===== src/rtl/bin16_bcd_serial_if.sv =====
// rtl/bin16_bcd_serial_if.sv - operand/result handshake bundle for the serial binary-to-BCD converter
interface bin16_bcd_serial_if #(
    parameter int IN_W   = 16,
    parameter int DIGITS = 4
);
    logic [IN_W-1:0]     Bin_In;
    logic                Start;
    logic                Busy;
    logic                Done;
    logic [4*DIGITS-1:0] Bcd_Out;
    logic                Ovf;

    modport master (output Bin_In, Start, input Busy, Done, Bcd_Out, Ovf);
    modport slave  (input Bin_In, Start, output Busy, Done, Bcd_Out, Ovf);
endinterface


===== src/rtl/bin16_bcd_serial.sv =====
// rtl/bin16_bcd_serial.sv - sequential double-dabble converter, one shift-add iteration per clock
module bin16_bcd_serial #(
    parameter int IN_W    = 16,
    parameter int DIGITS  = 4,
    parameter int MAX_VAL = 9999
) (
    input  logic                  SYS_CLK,
    input  logic                  RESET,
    bin16_bcd_serial_if.slave     bus
);
    localparam int BW = 4 * DIGITS;
    localparam int CW = $clog2(IN_W + 1);
    localparam logic [CW-1:0]   LAST_ITER = CW'(IN_W - 1);
    localparam logic [IN_W-1:0] MAX_W     = IN_W'(MAX_VAL);

    typedef enum logic [1:0] {IDLE, SHIFT, FINISH} state_t;

    state_t          state;
    logic [BW-1:0]   scratch;
    logic [BW-1:0]   adj;
    logic [IN_W-1:0] operand;
    logic [CW-1:0]   iter;
    logic            ovf_lat;
    logic            busy_q;
    logic            done_q;
    logic [BW-1:0]   bcd_q;
    logic            ovf_q;

    // add-3 correction applied to every digit before the shift
    always_comb begin
        adj = scratch;
        for (int i = 0; i < DIGITS; i++) begin
            if (scratch[4*i +: 4] >= 4'd5) begin
                adj[4*i +: 4] = scratch[4*i +: 4] + 4'd3;
            end
        end
    end

    always_ff @(posedge SYS_CLK or negedge RESET) begin
        if (!RESET) begin
            state   <= IDLE;
            scratch <= '0;
            operand <= '0;
            iter    <= '0;
            ovf_lat <= 1'b0;
            busy_q  <= 1'b0;
            done_q  <= 1'b0;
            bcd_q   <= '0;
            ovf_q   <= 1'b0;
        end else begin
            done_q <= 1'b0;
            case (state)
                IDLE: begin
                    if (bus.Start) begin
                        // out-of-range operands saturate so the display shows all nines
                        if (bus.Bin_In > MAX_W) begin
                            operand <= MAX_W;
                            ovf_lat <= 1'b1;
                        end else begin
                            operand <= bus.Bin_In;
                            ovf_lat <= 1'b0;
                        end
                        scratch <= '0;
                        iter    <= '0;
                        busy_q  <= 1'b1;
                        state   <= SHIFT;
                    end
                end
                SHIFT: begin
                    scratch <= {adj[BW-2:0], operand[IN_W-1]};
                    operand <= {operand[IN_W-2:0], 1'b0};
                    iter    <= iter + 1'b1;
                    if (iter == LAST_ITER) begin
                        state <= FINISH;
                    end
                end
                FINISH: begin
                    bcd_q  <= scratch;
                    ovf_q  <= ovf_lat;
                    done_q <= 1'b1;
                    busy_q <= 1'b0;
                    state  <= IDLE;
                end
                default: state <= IDLE;
            endcase
        end
    end

    assign bus.Busy    = busy_q;
    assign bus.Done    = done_q;
    assign bus.Bcd_Out = bcd_q;
    assign bus.Ovf     = ovf_q;
endmodule


===== src/flat_wrapper.sv =====
// flat-port wrapper written by rule: the top's interface ports become plain ports
module bin16_bcd_serial_flat 
#(
    parameter int IN_W    = 16,
    parameter int DIGITS  = 4,
    parameter int MAX_VAL = 9999
)
  (SYS_CLK, RESET, bus_Bin_In, bus_Start, bus_Busy, bus_Done, bus_Bcd_Out, bus_Ovf);
  bin16_bcd_serial_if #(.IN_W(IN_W), .DIGITS(DIGITS)) bus_i ();
  input  logic SYS_CLK;
  input  logic RESET;
  input wire logic [$bits(bus_i.Bin_In)-1:0] bus_Bin_In;
  input wire logic [$bits(bus_i.Start)-1:0] bus_Start;
  output wire logic [$bits(bus_i.Busy)-1:0] bus_Busy;
  output wire logic [$bits(bus_i.Done)-1:0] bus_Done;
  output wire logic [$bits(bus_i.Bcd_Out)-1:0] bus_Bcd_Out;
  output wire logic [$bits(bus_i.Ovf)-1:0] bus_Ovf;
  assign bus_i.Bin_In = bus_Bin_In;
  assign bus_i.Start = bus_Start;
  assign bus_Busy = bus_i.Busy;
  assign bus_Done = bus_i.Done;
  assign bus_Bcd_Out = bus_i.Bcd_Out;
  assign bus_Ovf = bus_i.Ovf;
  bin16_bcd_serial #(.IN_W(IN_W), .DIGITS(DIGITS), .MAX_VAL(MAX_VAL)) u_core (.SYS_CLK(SYS_CLK), .RESET(RESET), .bus(bus_i));
endmodule

===== config.mk =====
export PLATFORM = sky130hd
export DESIGN_NAME = bin16_bcd_serial_flat
export DESIGN_NICKNAME = d
export VERILOG_FILES = /design/src/rtl/bin16_bcd_serial_if.sv /design/src/rtl/bin16_bcd_serial.sv /design/src/flat_wrapper.sv
export SDC_FILE = /design/constraint.sdc
export NUM_CORES = 1
export LEC_CHECK = 0
export ABC_AREA = 0
export ABC_CLOCK_PERIOD_IN_PS = 2170
export CAP_MARGIN = 10
export CORE_MARGIN = 10
export CORE_UTILIZATION = 62
export CTS_CLUSTER_SIZE = 40
export DETAILED_ROUTE_END_ITERATION = 12
export DONT_BUFFER_PORTS = 1
export GPL_ROUTABILITY_DRIVEN = 1
export PLACE_DENSITY_LB_ADDON = 0.2
export SLEW_MARGIN = 5
export SYNTH_ARGS = -nofsm -noshare
export SYNTH_HDL_FRONTEND = slang
export SYNTH_SLANG_ARGS = --single-unit

===== constraint.sdc =====
create_clock -name SYS_CLK -period 2.17 [get_ports SYS_CLK]
set_input_delay 0.1085 -clock SYS_CLK [delete_from_list [all_inputs] [get_ports SYS_CLK]]
set_output_delay 0.1085 -clock SYS_CLK [all_outputs]
set_load 0.005 [all_outputs]

Word level (Yosys, flattened, before mapping)

Cells that the tools add are included.

Output and inout bits: 19
Bits in registers: 59
Input bits: 19
Bits in latches: 0
Memories: 0
Bits in read-only memories: 0
Word-level logic and storage cells: 49
RAM bits: 0

Add/subtract/negate cells: 5
Mux-type cells: 18
Order comparisons: 5
Div/mod/pow operators: 0
Reduce and logical (&&, ||, !) cells: 7
Multipliers: 0
Shift-type cells: 0
Eq/ne operators: 5
Bitwise gates (word level): 0

Operators with widths:

| operator                                                                          | number |
|---|---|
| 16-bit case mux with 2 select lines                                               | 2 |
| 16-bit two-way mux                                                                | 3 |
| 4-bit by 3-bit >= comparator with 1-bit output, second input constant             | 4 |
| 16-bit by 14-bit greater-than comparator with 1-bit output, second input constant | 1 |
| 4-bit by 2-bit adder with 4-bit output, second input constant                     | 3 |
| 4-bit two-way mux                                                                 | 3 |
| 5-bit case mux with 2 select lines                                                | 1 |
| 2-bit AND reduction                                                               | 4 |
| 5-bit by 1-bit adder with 5-bit output, second input constant                     | 1 |
| 5-bit by 4-bit equality test with 1-bit output, second input constant             | 1 |
| 5-bit two-way mux                                                                 | 1 |
| 2-bit two-way mux                                                                 | 2 |
| 2-bit case mux with 2 select lines                                                | 1 |
| 2-bit nonzero test                                                                | 2 |
| 3-bit by 2-bit adder with 3-bit output, second input constant                     | 1 |
| 1-bit two-way mux                                                                 | 3 |
| 3-bit two-way mux                                                                 | 1 |
| 2-bit by 1-bit equality test with 1-bit output, second input constant             | 1 |
| 2-bit equality test, second input constant                                        | 1 |
| 2-bit logical NOT                                                                 | 1 |
| 2-bit by 1-bit != test with 1-bit output, second input constant                   | 1 |
| 2-bit != test, second input constant                                              | 1 |
| 1-bit case mux with 2 select lines                                                | 1 |

Longest topological paths before layout

Gate-level depths: netlist (run 1).

Word-level depth: 4
Gate-level depth with buffers: 6
Depth with buffers taken out: 5

Worst setup path after synthesis (run 1)

OpenSTA, ideal clock, no wires.

Path kind: register to register
Start: register u_core.state[0]
End: register u_core.operand[1]
Arrival: 1.402 ns
Setup slack: 0.640 ns
Required time: 2.041 ns
Buffers on the path: 3
Clock period less this slack: 1.530 ns
Stages on the path, launching flop included: 7
Cells stage by stage: dfrtp_1 buf_6 or3b_1 buf_2 nor4_4 buf_6 a31oi_1

Longest elaborated chain between the ends: 3

Ends and longest elaborated chain:

| what                                                                                       | RTL line               | source |
|---|---|---|
| from (decl)                                                                                | bin16_bcd_serial.sv:18 | `state_t state;` |
| from (signal assigned)                                                                     | bin16_bcd_serial.sv:41 | `state <= IDLE;` |
| from (signal assigned)                                                                     | bin16_bcd_serial.sv:66 | `state <= SHIFT;` |
| from (signal assigned)                                                                     | bin16_bcd_serial.sv:74 | `state <= FINISH;` |
| 2-bit by 1-bit equality test with 1-bit output / 2-bit logical NOT (equally long branches) | bin16_bcd_serial.sv:52 | `case (state)` |
| 2-bit nonzero test (no line) / 2-bit != test (equally long branches)                       | --                     |  |
| 2-bit AND reduction (no line)                                                              | --                     |  |
| to (signal assigned)                                                                       | bin16_bcd_serial.sv:60 | `operand <= bus.Bin_In;` |
| to (signal assigned)                                                                       | bin16_bcd_serial.sv:71 | `operand <= {operand[IN_W-2:0], 1'b0};` |
| to (decl)                                                                                  | bin16_bcd_serial.sv:21 | `logic [IN_W-1:0] operand;` |

Parallel ways exist; a longest one is shown, timed or not.
A chain may end at the register's enable or synchronous reset.

Worst setup path in the final report (run 1)

Start: register u_core.state[0]
End: register u_core.ovf_lat

Longest elaborated chain between the ends: 2

Ends and longest elaborated chain:

| what                          | RTL line               | source |
|---|---|---|
| 2-bit logical NOT             | bin16_bcd_serial.sv:52 |  |
| 2-bit AND reduction (no line) | --                     |  |
| to (signal assigned)          | bin16_bcd_serial.sv:45 | `ovf_lat <= 1'b0;` |
| to (signal assigned)          | bin16_bcd_serial.sv:58 | `ovf_lat <= 1'b1;` |
| to (signal assigned)          | bin16_bcd_serial.sv:61 | `ovf_lat <= 1'b0;` |
| to (decl)                     | bin16_bcd_serial.sv:23 | `logic ovf_lat;` |

No other way between the ends.

==> metrics.txt, run 1 <==
status finished clean; drt total wl 6025 µm; Max stage delay cell, worst path dlygate4sd3_1; TritonCTS Sinks 59; post-synthesis register bit count 59; first-pass GRT wire length 10070 µm; DR iter-0 viols 216; post-detail-place hpwl 3764 µm; clk_skew 0.009737 ns; worst path cell trace or3b_1, nor4_4, dlygate4sd3_1, a21oi_1; Leakage 1.462 nW; Slew @ Worst Pin 0.5207 ns; Tcrit/Tclk final 0.9591; final worst path period need 2.081 ns; post-route ant nets 0; xor/xnor cell area share of the yosys netlist 0.009554; Initial Util 0.6360; hold_ws 0.04033 ns; multi-input combinational cell area 1115 µm²; ys flop type dfrtp_1; Final GP Congestion 0.8294; Arr. time, crit path 2.29 ns; drt pass-1 iters 4; layout cells sized above 1 0.09790; total global routing track utilization 0.1675; Yosys warnings 0; root buffer cell clkbuf_8; cts bufs inserted 9; largest area contributor in the netlist dfrtp_1; Overflow after GRT 0; Final Setup Violations 0; drt drc 0; vias in the first global route 2063; Synth top area share 0.5369; RSZ-0062 raised after global routing false; critical path class flip-flop to flip-flop; Synth area leaders dfrtp_1, ha_1, nand2_1; port buffer count 0; fin nets 310; Slew HR 0.6529; reg2reg setup slack 0.09 ns; Placement Rows 24; largest family of logic cells by synthesized area compound AO/OA/AOI/OAI gates; Max VDD drop 921.1 µV; Setup crit start kind flip-flop; I/O pin count 38; pin count of the biggest net entering global routing 60; fin worst setup slack 0.08875 ns; CTS H-Tree Depth 3; sequential share of the synthesized area 0.5369; P&R area growth vs syn 15.92%; Post-Place Setup Slack 0.4405 ns; vias post-DR 2145; per-cell routed wire length 17.77 µm; Die X-Extent 86.60 µm; Post-Synth Simple-Gate Area 0.1051; antenna violations before repair 1; CTS tree done; area of the die 7500 µm²; FFs w/ async S/R, synth 1.000; Max Cap Viol 0; critical path capture point type flip-flop; max incr delay on CP 0.59 ns; commonest non-fill, non-tap cell in the layout dfrtp_1; Mapped Cells 258; Post-synth EDFFs 0; worst skew pair latency 0.34 ns; FF/Latch Area 1476 µm²; most frequent cells in the layout dfrtp_1, nand2_1, inv_1, o21ai_0, dlygate4sd3_1; Clock Tree Buf Depth 2; Synth Area per Inst 10.66 µm²; crit path max fanout 10; Sum Neg Setup Slack 0 ns; Via density 6.327; post-synthesis compound-gate area fraction 0.2370; syn_nets 287; Critical Path RT 2.38 ns; Post-Synth Adder-Cell Area 0.04550; die span in y 86.60 µm; Max Slew Vio Count 0; area of the mapped netlist 2750 µm²; core box area 4324 µm²; Cell variety after synth 45; fillers 298; Max Clk Rate 0.4805 GHz; Tightest Hold Check Type primary input to flip-flop; Hold Violations, Final 0; pwr/cell area 1405 nW/µm²; mux share of post-synthesis cell area 0.007734; Clock Pin Slew Worst Setup and Hold Paths 0.07 ns
## layer usage
layer	track usage	vias up	routed length [µm]
li1	-	997	-
met1	0.2097	1050	2607
met2	0.2497	88	2781
met3	0.05910	10	548
met4	0.08542	0	87
met5	0	-	0
## where the power goes
part / switching, mW / internal [mW] / leakage (nW) / total [mW]
combinational: 0.912 / 0.829 / 0.613 / 1.74
clock: 0.414 / 0.474 / 0.0905 / 0.889
sequential: 0.320 / 1.53 / 0.759 / 1.85
## critical path: cells and delay by family (launching register included)
family | cells | cell delay [ns]
and+or+nand+nor | 2 | 0.85
AOI/OAI and AO/OA | 1 | 0.06
buffers and inverters | 1 | 0.59
DFF | 1 | 0.46
## cell usage after synthesis, types with 2 or more instances
cell,number
buf_6,2
a22o_1,9
a32o_1,4
o22ai_1,8
o311ai_0,4
a31o_1,2
nor2_1,4
clkbuf_1,10
a31oi_1,3
buf_2,2
nor3b_1,3
a31o_2,2
nand4_1,2
nand2_1,30
xnor2_1,3
o21ai_0,22
nor2b_1,5
o32ai_1,3
o21a_1,5
ha_1,10
inv_1,23
a21o_1,3
o31ai_1,4
o2111ai_1,8
a21oi_1,6
dfrtp_1,59
o221ai_1,4
## flip-flops by register name (all words and copies together) (netlist names), 2 cells and up
signal              flops
u_core.state            2
u_core.scratch         16
u_core.operand         16
u_core.bus.Bcd_Out     16
u_core.iter             5
## kinds of logic after synthesis
kind of cell,after synthesis
XOR/XNOR,3
flip-flops,59
buffers and inverters,38
AO/OA/AOI/OAI,91
AND/OR/NAND/NOR,55
adder cells (fa/ha/maj),10
multiplexers,2
## through the flow
step	cells	instance area [µm²]	total power, mW	util
after floorplan	258	2750	3.089	-
after global placement	301	2786	3.400	0.6444
after detailed placement	301	2786	3.455	0.6444
after CTS	337	3177	4.457	0.7347
after global routing	339	3188	4.797	0.7373
final	339	3188	4.480	0.7373
## cell type report
class                      count  area share
clock buffer                  14     0.05102
antenna                        1   0.0007849
inverter                      23     0.02708
tap                           52     0.02041
clock inverter                 2    0.003140
multi-input combinational    161      0.3497
sequential                    59      0.4631
timing repair buffer          27     0.08477
## timing repair
item                       4_1_cts  5_1_grt
resized for setup                0        1
buffers inserted                 0        1
hold endpoints to repair        73        0
setup endpoints to repair        0        4
hold buffers                    20        0
## final timing paths
path                                  from                     to  depth (start not counted)
max                        u_core.state[0]         u_core.ovf_lat                          4
min                         bus_Bin_In[14]      u_core.operand[0]                          2
max reg2reg                u_core.state[0]         u_core.ovf_lat                          4
min reg2reg                 u_core.iter[3]         u_core.iter[3]                          1
max in group asynchronous            RESET  u_core.bus.Bcd_Out[6]                          2
min in group asynchronous            RESET  u_core.bus.Bcd_Out[2]                          2
(Power assumes the default switching activity.)
==> run 2, diff against run 1 <==
PLACE_DENSITY = 0.78   (was not set)
PLACE_DENSITY_LB_ADDON = not set   (was 0.2)
==> metrics.txt, run 2 (synthesized netlist as in run 1, its figures left out) <==
status finished clean; port buffer count 0; core box area 4324 µm²; per-cell routed wire length 17.84 µm; layout cells sized above 1 0.1025; root buffer cell clkbuf_8; fillers 317; CTS tree done; Clock Pin Slew Worst Setup and Hold Paths 0.06 ns; total global routing track utilization 0.1643; Overflow after GRT 0; hold path depth 2; Setup crit start kind flip-flop; vias post-DR 2090; post-detail-place hpwl 3963 µm; Inst Count DP 300; critical path capture point type flip-flop; antenna violations before repair 0; CTS H-Tree Depth 3; Tcrit/Tclk final 0.9604; vias in the first global route 2111; first-pass GRT wire length 9860 µm; pwr/cell area 1384 nW/µm²; RSZ-0062 raised after global routing false; Hold Violations, Final 0; Placement Rows 24; Initial Util 0.6360; Slew HR 0.6010; Sum Neg Setup Slack 0 ns; Clock Tree Buf Depth 2; r2r worst-path depth 4; commonest non-fill, non-tap cell in the layout dfrtp_1; Final Setup Violations 0; Final GP Congestion 0.8655; fin nets 308; I/O pin count 38; Via density 6.239; Critical Path RT 2.39 ns; ANT cells 0; DR iter-0 viols 159; clk_skew 0.005475 ns; Max Cap Viol 0; pin count of the biggest net entering global routing 60; crit path max fanout 10; Slew @ Worst Pin 0.5973 ns; critical path class flip-flop to flip-flop; die span in y 86.60 µm; post-route ant nets 0; Arr. time, crit path 2.30 ns; Leakage 1.448 nW; TritonCTS Sinks 59; FF/Latch Area 1476 µm²; multi-input combinational cell area 1117 µm²; Max Slew Vio Count 0; P&R area growth vs syn 14.74%; Max VDD drop 832.1 µV; final worst path period need 2.084 ns; Tightest Hold Check Type primary input to flip-flop; drt drc 0; drt pass-1 iters 4; drt total wl 5978 µm; most frequent cells in the layout dfrtp_1, nand2_1, inv_1, o21ai_0, dlygate4sd3_1; Finished Layout Cells 335; worst skew pair latency 0.33 ns; Die X-Extent 86.60 µm; cts bufs inserted 9; Max Clk Rate 0.4799 GHz; area of the die 7500 µm²
-- run 2: through the flow --
step / util / area (µm²) / hold slack, ns / power (mW) / worst slack [ns]
after global placement: 0.6427 / 2779 / -0.1851 / 3.384 / 0.4726
after CTS: 0.7254 / 3137 / 0.01196 / 4.366 / 0.04596
after floorplan: - / 2750 / -0.1871 / 3.089 / 0.6397
after global routing: 0.7297 / 3156 / 0.03112 / 4.713 / 0.03865
final: 0.7297 / 3156 / 0.01938 / 4.367 / 0.08602
after detailed placement: 0.6427 / 2779 / -0.1852 / 3.463 / 0.4307
-- run 2: repair_timing --
| action | in CTS | in global routing |
|---|---|---|
| hold endpoints to repair | 73 | 0 |
| setup endpoints to repair | 0 | 2 |
| gates resized for setup | 0 | 2 |
| buffers inserted | 0 | 2 |
| hold buffers | 18 | 0 |
-- run 2: path summary, 6_finish.rpt --
path | startpoint | endpoint | slack (ns)
setup / recovery | u_core.state[0] | u_core.ovf_lat | 0.09
hold / removal | bus_Bin_In[14] | u_core.operand[8] | 0.02
setup reg to reg | u_core.state[0] | u_core.ovf_lat | 0.09
hold reg to reg | u_core.iter[3] | u_core.iter[3] | 0.49
max in group asynchronous | RESET | u_core.scratch[7] | 1.63
min in group asynchronous | RESET | u_core.bus.Bcd_Out[13] | 0.31
-- run 2: cell type report --
type                            count  area share
Clock inverter                      3    0.004758
Clock buffer                       12     0.04600
Inverter                           23     0.02736
Sequential cell                    59      0.4679
Tap cell                           52     0.02062
Timing Repair Buffer               25     0.07930
Multi-Input combinational cell    161      0.3541
-- run 2: metal layers --
metal / global-route usage / wire length, µm / up-vias
met5: 0 / 0 / -
met4: 0.07216 / 110 / 0
met3: 0.05910 / 435 / 12
met2: 0.2658 / 2998 / 54
met1: 0.1917 / 2433 / 1038
li1: - / - / 986
-- run 2: power by group --
group	internal [mW]	leakage (nW)	total (mW)	switching (mW)
Clock	0.433	0.0860	0.832	0.399
Combinational	0.789	0.604	1.69	0.899
Sequential	1.53	0.759	1.85	0.317
-- run 2: worst max-delay path: stages, from the launching register on --
cell	delay, ns
dfrtp_1	0.46
or3b_4	0.47
nor4_4	0.35
dlygate4sd3_1	0.62
a21oi_1	0.07
